$ cat src/rtl/ieeedrv_sd_arbiter_if.sv
// Host-side block-device port shared by the SD arbiter and the host.
// The arbiter drives the request and write data; the host returns the ack.
interface ieeedrv_sd_arbiter_if;
  logic [31:0] sd_lba;
  logic [5:0]  sd_blk_cnt;
  logic        sd_rd;
  logic        sd_wr;
  logic        sd_ack;
  logic [7:0]  sd_buff_din;

  modport master (
    output sd_lba, sd_blk_cnt, sd_rd, sd_wr, sd_buff_din,
    input  sd_ack
  );

  modport slave (
    input  sd_lba, sd_blk_cnt, sd_rd, sd_wr, sd_buff_din,
    output sd_ack
  );
endinterface

$ cat src/rtl/ieeedrv_sd_arbiter.sv
// Round-robin arbiter merging per-drive SD block requests onto one host port,
// one transfer in flight, with a request watchdog against a dead host.
//
// state   | meaning
// IDLE    | searching from grant+1 for the next requester
// REQ     | sd_rd/sd_wr raised, waiting for host ack, watchdog running
// XFER    | host transferring, ack routed to the granted device
// REL     | one cycle with ack forced low before re-arbitration
module ieeedrv_sd_arbiter #(
  parameter int NBD  = 2,
  parameter int TO_W = 24
) (
  input  logic                  clk_sys,
  input  logic                  reset,
  input  logic [NBD-1:0][31:0]  dev_lba,
  input  logic [NBD-1:0][5:0]   dev_blk_cnt,
  input  logic [NBD-1:0]        dev_rd,
  input  logic [NBD-1:0]        dev_wr,
  input  logic [NBD-1:0][7:0]   dev_buff_din,
  output logic [NBD-1:0]        dev_ack,
  ieeedrv_sd_arbiter_if.master  sd,
  output logic [2:0]            grant,
  output logic                  busy,
  output logic                  timeout
);

  typedef enum logic [1:0] {ST_IDLE, ST_REQ, ST_XFER, ST_REL} state_t;

  state_t            r_state;
  state_t            w_state_nxt;
  logic [2:0]        r_grant;
  logic [31:0]       r_lba;
  logic [5:0]        r_blk_cnt;
  logic              r_sd_rd;
  logic              r_sd_wr;
  logic [TO_W-1:0]   r_wdog;

  logic              w_found;
  logic [2:0]        w_pick;
  logic [2:0]        w_idx;
  logic              w_timeout;
  logic              w_ack_en;
  logic [7:0]        w_ack8;
  logic [7:0]        w_rd8;
  logic [7:0]        w_wr8;
  logic [7:0]        w_req8;
  logic [7:0][31:0]  w_lba8;
  logic [7:0][5:0]   w_cnt8;
  logic [7:0][7:0]   w_din8;

  // Pad device vectors to 8 entries so a 3-bit grant indexes them for any NBD.
  always_comb begin
    w_rd8  = '0;
    w_wr8  = '0;
    w_lba8 = '0;
    w_cnt8 = '0;
    w_din8 = '0;
    for (int i = 0; i < NBD; i++) begin
      w_rd8[i]  = dev_rd[i];
      w_wr8[i]  = dev_wr[i];
      w_lba8[i] = dev_lba[i];
      w_cnt8[i] = dev_blk_cnt[i];
      w_din8[i] = dev_buff_din[i];
    end
    w_req8 = w_rd8 | w_wr8;
  end

  always_comb begin
    w_found = 1'b0;
    w_pick  = r_grant;
    w_idx   = '0;
    for (int k = 1; k <= NBD; k++) begin
      w_idx = 3'((int'(r_grant) + k) % NBD);
      if (!w_found && w_req8[w_idx]) begin
        w_found = 1'b1;
        w_pick  = w_idx;
      end
    end
  end

  always_ff @(posedge clk_sys) begin
    if (reset) r_state <= ST_IDLE;
    else       r_state <= w_state_nxt;
  end

  always_comb begin
    w_state_nxt = r_state;
    w_timeout   = 1'b0;
    w_ack_en    = 1'b0;
    case (r_state)
      ST_IDLE: if (w_found) w_state_nxt = ST_REQ;
      ST_REQ: begin
        w_ack_en = 1'b1;
        if (sd.sd_ack) begin
          w_state_nxt = ST_XFER;
        end else if (&r_wdog) begin
          w_timeout   = 1'b1;
          w_state_nxt = ST_IDLE;
        end
      end
      ST_XFER: begin
        w_ack_en = 1'b1;
        if (!sd.sd_ack) w_state_nxt = ST_REL;
      end
      ST_REL:  w_state_nxt = ST_IDLE;
      default: w_state_nxt = ST_IDLE;
    endcase
  end

  // Read beats write when a device raises both; the write stays pending.
  always_ff @(posedge clk_sys) begin
    if (reset) begin
      r_grant   <= 3'(NBD - 1);
      r_lba     <= '0;
      r_blk_cnt <= '0;
      r_sd_rd   <= 1'b0;
      r_sd_wr   <= 1'b0;
      r_wdog    <= '0;
    end else begin
      case (r_state)
        ST_IDLE: if (w_found) begin
          r_grant   <= w_pick;
          r_lba     <= w_lba8[w_pick];
          r_blk_cnt <= w_cnt8[w_pick];
          r_sd_rd   <= w_rd8[w_pick];
          r_sd_wr   <= !w_rd8[w_pick];
          r_wdog    <= '0;
        end
        ST_REQ: begin
          if (sd.sd_ack || (&r_wdog)) begin
            r_sd_rd <= 1'b0;
            r_sd_wr <= 1'b0;
          end else begin
            r_wdog <= r_wdog + 1'b1;
          end
        end
        default: ;
      endcase
    end
  end

  always_comb begin
    w_ack8          = '0;
    w_ack8[r_grant] = sd.sd_ack & w_ack_en;
  end

  assign dev_ack        = w_ack8[NBD-1:0];
  assign sd.sd_lba      = r_lba;
  assign sd.sd_blk_cnt  = r_blk_cnt;
  assign sd.sd_rd       = r_sd_rd;
  assign sd.sd_wr       = r_sd_wr;
  assign sd.sd_buff_din = w_din8[r_grant];
  assign grant          = r_grant;
  assign busy           = (r_state != ST_IDLE);
  assign timeout        = w_timeout;

endmodule

$ cat src/flat_wrapper.sv
// flat-port wrapper written by rule: the top's interface ports become plain ports
module ieeedrv_sd_arbiter_flat 
#(
  parameter int NBD  = 2,
  parameter int TO_W = 24
)
  (clk_sys, reset, dev_lba, dev_blk_cnt, dev_rd, dev_wr, dev_buff_din, dev_ack, grant, busy, timeout, sd_sd_lba, sd_sd_blk_cnt, sd_sd_rd, sd_sd_wr, sd_sd_buff_din, sd_sd_ack);
  ieeedrv_sd_arbiter_if sd_i ();
  input  logic clk_sys;
  input  logic reset;
  input  logic [NBD-1:0][31:0] dev_lba;
  input  logic [NBD-1:0][5:0] dev_blk_cnt;
  input  logic [NBD-1:0] dev_rd;
  input  logic [NBD-1:0] dev_wr;
  input  logic [NBD-1:0][7:0] dev_buff_din;
  output logic [NBD-1:0] dev_ack;
  output logic [2:0] grant;
  output logic busy;
  output logic timeout;
  output wire logic [$bits(sd_i.sd_lba)-1:0] sd_sd_lba;
  output wire logic [$bits(sd_i.sd_blk_cnt)-1:0] sd_sd_blk_cnt;
  output wire logic [$bits(sd_i.sd_rd)-1:0] sd_sd_rd;
  output wire logic [$bits(sd_i.sd_wr)-1:0] sd_sd_wr;
  output wire logic [$bits(sd_i.sd_buff_din)-1:0] sd_sd_buff_din;
  input wire logic [$bits(sd_i.sd_ack)-1:0] sd_sd_ack;
  assign sd_sd_lba = sd_i.sd_lba;
  assign sd_sd_blk_cnt = sd_i.sd_blk_cnt;
  assign sd_sd_rd = sd_i.sd_rd;
  assign sd_sd_wr = sd_i.sd_wr;
  assign sd_sd_buff_din = sd_i.sd_buff_din;
  assign sd_i.sd_ack = sd_sd_ack;
  ieeedrv_sd_arbiter #(.NBD(NBD), .TO_W(TO_W)) u_core (.clk_sys(clk_sys), .reset(reset), .dev_lba(dev_lba), .dev_blk_cnt(dev_blk_cnt), .dev_rd(dev_rd), .dev_wr(dev_wr), .dev_buff_din(dev_buff_din), .dev_ack(dev_ack), .sd(sd_i), .grant(grant), .busy(busy), .timeout(timeout));
endmodule
$ cat config.mk
export PLATFORM = sky130hd
export DESIGN_NAME = ieeedrv_sd_arbiter_flat
export DESIGN_NICKNAME = d
export VERILOG_FILES = /design/src/rtl/ieeedrv_sd_arbiter_if.sv /design/src/rtl/ieeedrv_sd_arbiter.sv /design/src/flat_wrapper.sv
export SDC_FILE = /design/constraint.sdc
export NUM_CORES = 1
export LEC_CHECK = 0
export ABC_AREA = 1
export BUFFER_PORTS_ARGS = -buffer_cell sky130_fd_sc_hd__buf_4
export CAP_MARGIN = 20
export CORE_ASPECT_RATIO = 1.2
export CORE_MARGIN = 2
export CORE_UTILIZATION = 35
export DETAILED_ROUTE_END_ITERATION = 16
export GPL_ROUTABILITY_DRIVEN = 0
export GPL_TIMING_DRIVEN = 0
export HOLD_SLACK_MARGIN = 0.06
export PLACE_DENSITY_LB_ADDON = 0.2
export SYNTH_ARGS = -nofsm -noshare
export SYNTH_HDL_FRONTEND = slang
export SYNTH_SLANG_ARGS = --single-unit
$ cat constraint.sdc
create_clock -name clk_sys -period 1.6 [get_ports clk_sys]
set_input_delay 0.08 -clock clk_sys [delete_from_list [all_inputs] [get_ports clk_sys]]
set_output_delay 0.08 -clock clk_sys [all_outputs]
set_load 0.02 [all_outputs]
==> results.sh <==
export IMPL_status="finished, violations left"
export IMPL_violations="negative setup slack"
export IMPL_synth_xor_xnor_area_share=0.00696
export IMPL_cp_arrival_ps=1660
export IMPL_whs_endpoint="u_core.sd.sd_lba[21]"
export IMPL_die_h_um=118
export IMPL_period_minus_slack_ps=1740
export IMPL_finalWirelength_um=13200
export IMPL_cts_root_buffer_cell="clkbuf_16"
export IMPL_syn_num_nets=689
export IMPL_gr_total_overflow=0
export IMPL_grt_pass1_wl_um=21400
export IMPL_crit_required_ps=1520
export IMPL_worst_pin_slew_ps=528
export IMPL_insertion_delay_ps=330
export IMPL_multi_input_area_um2=2320
export IMPL_h_tree_depth=3
export IMPL_rrSetupSlack_ps=-100
export IMPL_peakVddDrop_mv=0.896
export IMPL_nets=910
export IMPL_wl_per_cell_um=14.1
export IMPL_finalHoldViolCount=0
export IMPL_num_rows=41
export IMPL_synth_cell_types=33
export IMPL_synth_edf_count=0
export IMPL_syn_cell_area_um2=3770
export IMPL_syn_to_final_growth_pct=69.8
export IMPL_ant_nets=0
export IMPL_via_per_inst=4.96
export IMPL_numPortBuffers=153
export IMPL_antenna_cells=0
export IMPL_synthArstFlopShare=0
export IMPL_synth_area_leaders="dfxtp_1, nor2_1, nand2_1"
export IMPL_worst_setup_path_start_kind="flip-flop"
export IMPL_setup_viol=25
export IMPL_die_area_um2=11600
export IMPL_regArea_um2=1410
export IMPL_path_max_fanout=4
export IMPL_post_route_util=0.609
export IMPL_worstRegToRegCells=12
export IMPL_grt_max_degree=20
export IMPL_synth_top_area_cell="dfxtp_1"
export IMPL_first_global_vias=4622
export IMPL_synth_top_area_frac=0.366
export IMPL_start_util=0.359
export IMPL_synth_top_family_by_area="simple AND/OR/NAND/NOR gates"
export IMPL_ios=154
export IMPL_path_class="reg2out"
export IMPL_synthMuxAreaShare=0
export IMPL_hold_start="dev_lba[53]"
export IMPL_place_hpwl_um=9220
export IMPL_ys_flop_type="dfxtp_1"
export IMPL_synth_area_per_cell_um2=6.44
export IMPL_post_place_cells=868
export IMPL_drive_gt1_frac=0.374
export IMPL_drt_pass1_iterations=5
export IMPL_synth_compound_area_share=0.118
export IMPL_syn_inst=586
export IMPL_relSlewSlack=0.648
export IMPL_clock_path_buffers=2
export IMPL_r2r_end="u_core.r_wdog[22]"
export IMPL_power_density_nw_per_um2=1700
export IMPL_drt_first_iter_violations=189
export IMPL_core_um2=10500
export IMPL_hp_class="in2reg"
export IMPL_rsz0062_at_grt="yes"
export IMPL_numClockSinks=69
export IMPL_post_synth_top_count_cell="nor2_1"
export IMPL_netlist_top_cells_count="nor2_1, nand2_1, dfxtp_1"
export IMPL_clk_pin_slew_worst_paths_ps=60
export IMPL_yosys_register_bits=69
export IMPL_skew_ps=7.83
export IMPL_yosys_area_share_simple=0.405
export IMPL_final_max_slew_viol_count=0
export IMPL_synthAdderAreaFrac=0.0133
export IMPL_setup_slack_ps=-138
export IMPL_p_leak_nw=2.92
export IMPL_num_vias=4670
export IMPL_drv_cap=0
export IMPL_ys_warn_count=0
export IMPL_min_path_cells=3
export IMPL_die_x_um=98.8
export IMPL_antenna_found_initial=0
export IMPL_cts_tree="done"
export IMPL_timing_final_crit_share=1.09
export IMPL_layout_cells_non_filler=941
export IMPL_ys_seq_area_frac=0.366
export IMPL_end_kind="output port"
export IMPL_post_route_drc_count=0
export IMPL_cts_buffers=9
export IMPL_r2r_start="u_core.r_wdog[1]"
export IMPL_fmax_mhz=575
export IMPL_num_fill_cells=869
export IMPL_grt_usage=0.222
[layout by cell type (no fill, tap or decap), types with 5 or more instances in the layout]
| cell | n |
|---|---|
| clkbuf_1 | 6 |
| nand2_1 | 125 |
| nor2_1 | 138 |
| inv_1 | 47 |
| buf_4 | 174 |
| nor3_1 | 14 |
| nand3_1 | 23 |
| dlygate4sd3_1 | 29 |
| nand2_2 | 13 |
| o31ai_2 | 5 |
| o31ai_1 | 33 |
| dfxtp_2 | 12 |
| nor2_4 | 6 |
| nor2_2 | 15 |
| buf_6 | 15 |
| clkbuf_16 | 10 |
| a21oi_1 | 9 |
| nand4_1 | 11 |
| o21ai_0 | 5 |
| dfxtp_1 | 54 |
| nand2_4 | 6 |
[worst max path at each step]
stage	end	slack, ps	startpoint
after global placement	u_core.r_wdog[1]	-460	flip-flop
after global routing	timeout	-230	u_core.r_wdog[14]
after detailed placement	u_core.r_wdog[1]	-510	flip-flop
after floorplan	u_core.r_wdog[2]	4	u_core.r_state[0]
after CTS	timeout	-130	u_core.r_wdog[1]
final	timeout	-140	u_core.r_wdog[1]
[sequential cells by signal, summed over array words and instances (netlist names), named ones only]
register / count
u_core.sd.sd_rd: 1
u_core.sd.sd_lba: 32
u_core.r_state: 1
u_core.grant: 3
u_core.sd.sd_blk_cnt: 6
u_core.sd.sd_wr: 1
u_core.r_wdog: 24
[worst max-delay path: stages, from the launching register on]
cell	delay, ps
dfxtp_4	360
ha_4	150
nand2_4	50
nor2_4	130
nand2_4	90
nor2_4	120
nand3b_4	100
buf_6	130
nor2_4	70
buf_6	120
[final cells by class]
type / instances / share of cell area
timing repair buffer: 212 / 0.270
multi-input combinational: 436 / 0.362
sequential: 69 / 0.220
clock buffer: 11 / 0.0395
tap: 129 / 0.0252
buffer: 25 / 0.0309
inverter: 54 / 0.0359
clock inverter: 5 / 0.0166
[cell families after synthesis]
family          count (synthesis)
compound gates                 66
fa+ha+maj                       4
buf+inv                        81
flops                          69
simple gates                  363
xor+xnor                        3
[through the flow]
| stage | area [um2] | power, mW | worst slack, ps | hold slack (ps) | setup TNS, ps |
|---|---|---|---|---|---|
| 5_1_grt | 6410 | 11.5 | -233 | 69.3 | -4300 |
| 4_1_cts | 6130 | 10.4 | -125 | 60.2 | -1120 |
| 3_5_place_dp | 5100 | 7.11 | -514 | 390 | -11240 |
| 6_report | 6410 | 10.9 | -138 | 56.4 | -1400 |
| 3_3_place_gp | 5100 | 7.03 | -459 | 379 | -8820 |
| 2_1_floorplan | 3790 | 5.32 | 3.58 | 222 | 0 |
[timing repair]
action	4_1_cts	5_1_grt
buffers inserted	16	10
hold buffers	29	0
resized for setup	71	69
endpoints found under the setup margin	69	67
gates cloned	3	2
hold endpoints to repair	25	0
pin swaps	12	19
[layer usage]
metal | part of all wire | GRT usage | vias up | routed length, um
li1 | - | - | 2321 | -
met1 | 0.39 | 0.250 | 2156 | 5120
met2 | 0.51 | 0.393 | 160 | 6750
met3 | 0.072 | 0.0635 | 33 | 956
met4 | 0.030 | 0.0839 | 0 | 402
met5 | 0 | 0 | - | 0
[report_power, final]
group          internal [mW]  switching [mW]
Sequential              2.27           0.346
Clock                   1.61           0.756
Combinational           2.58            3.35
Note: power is estimated with default switching activity, not from simulation.
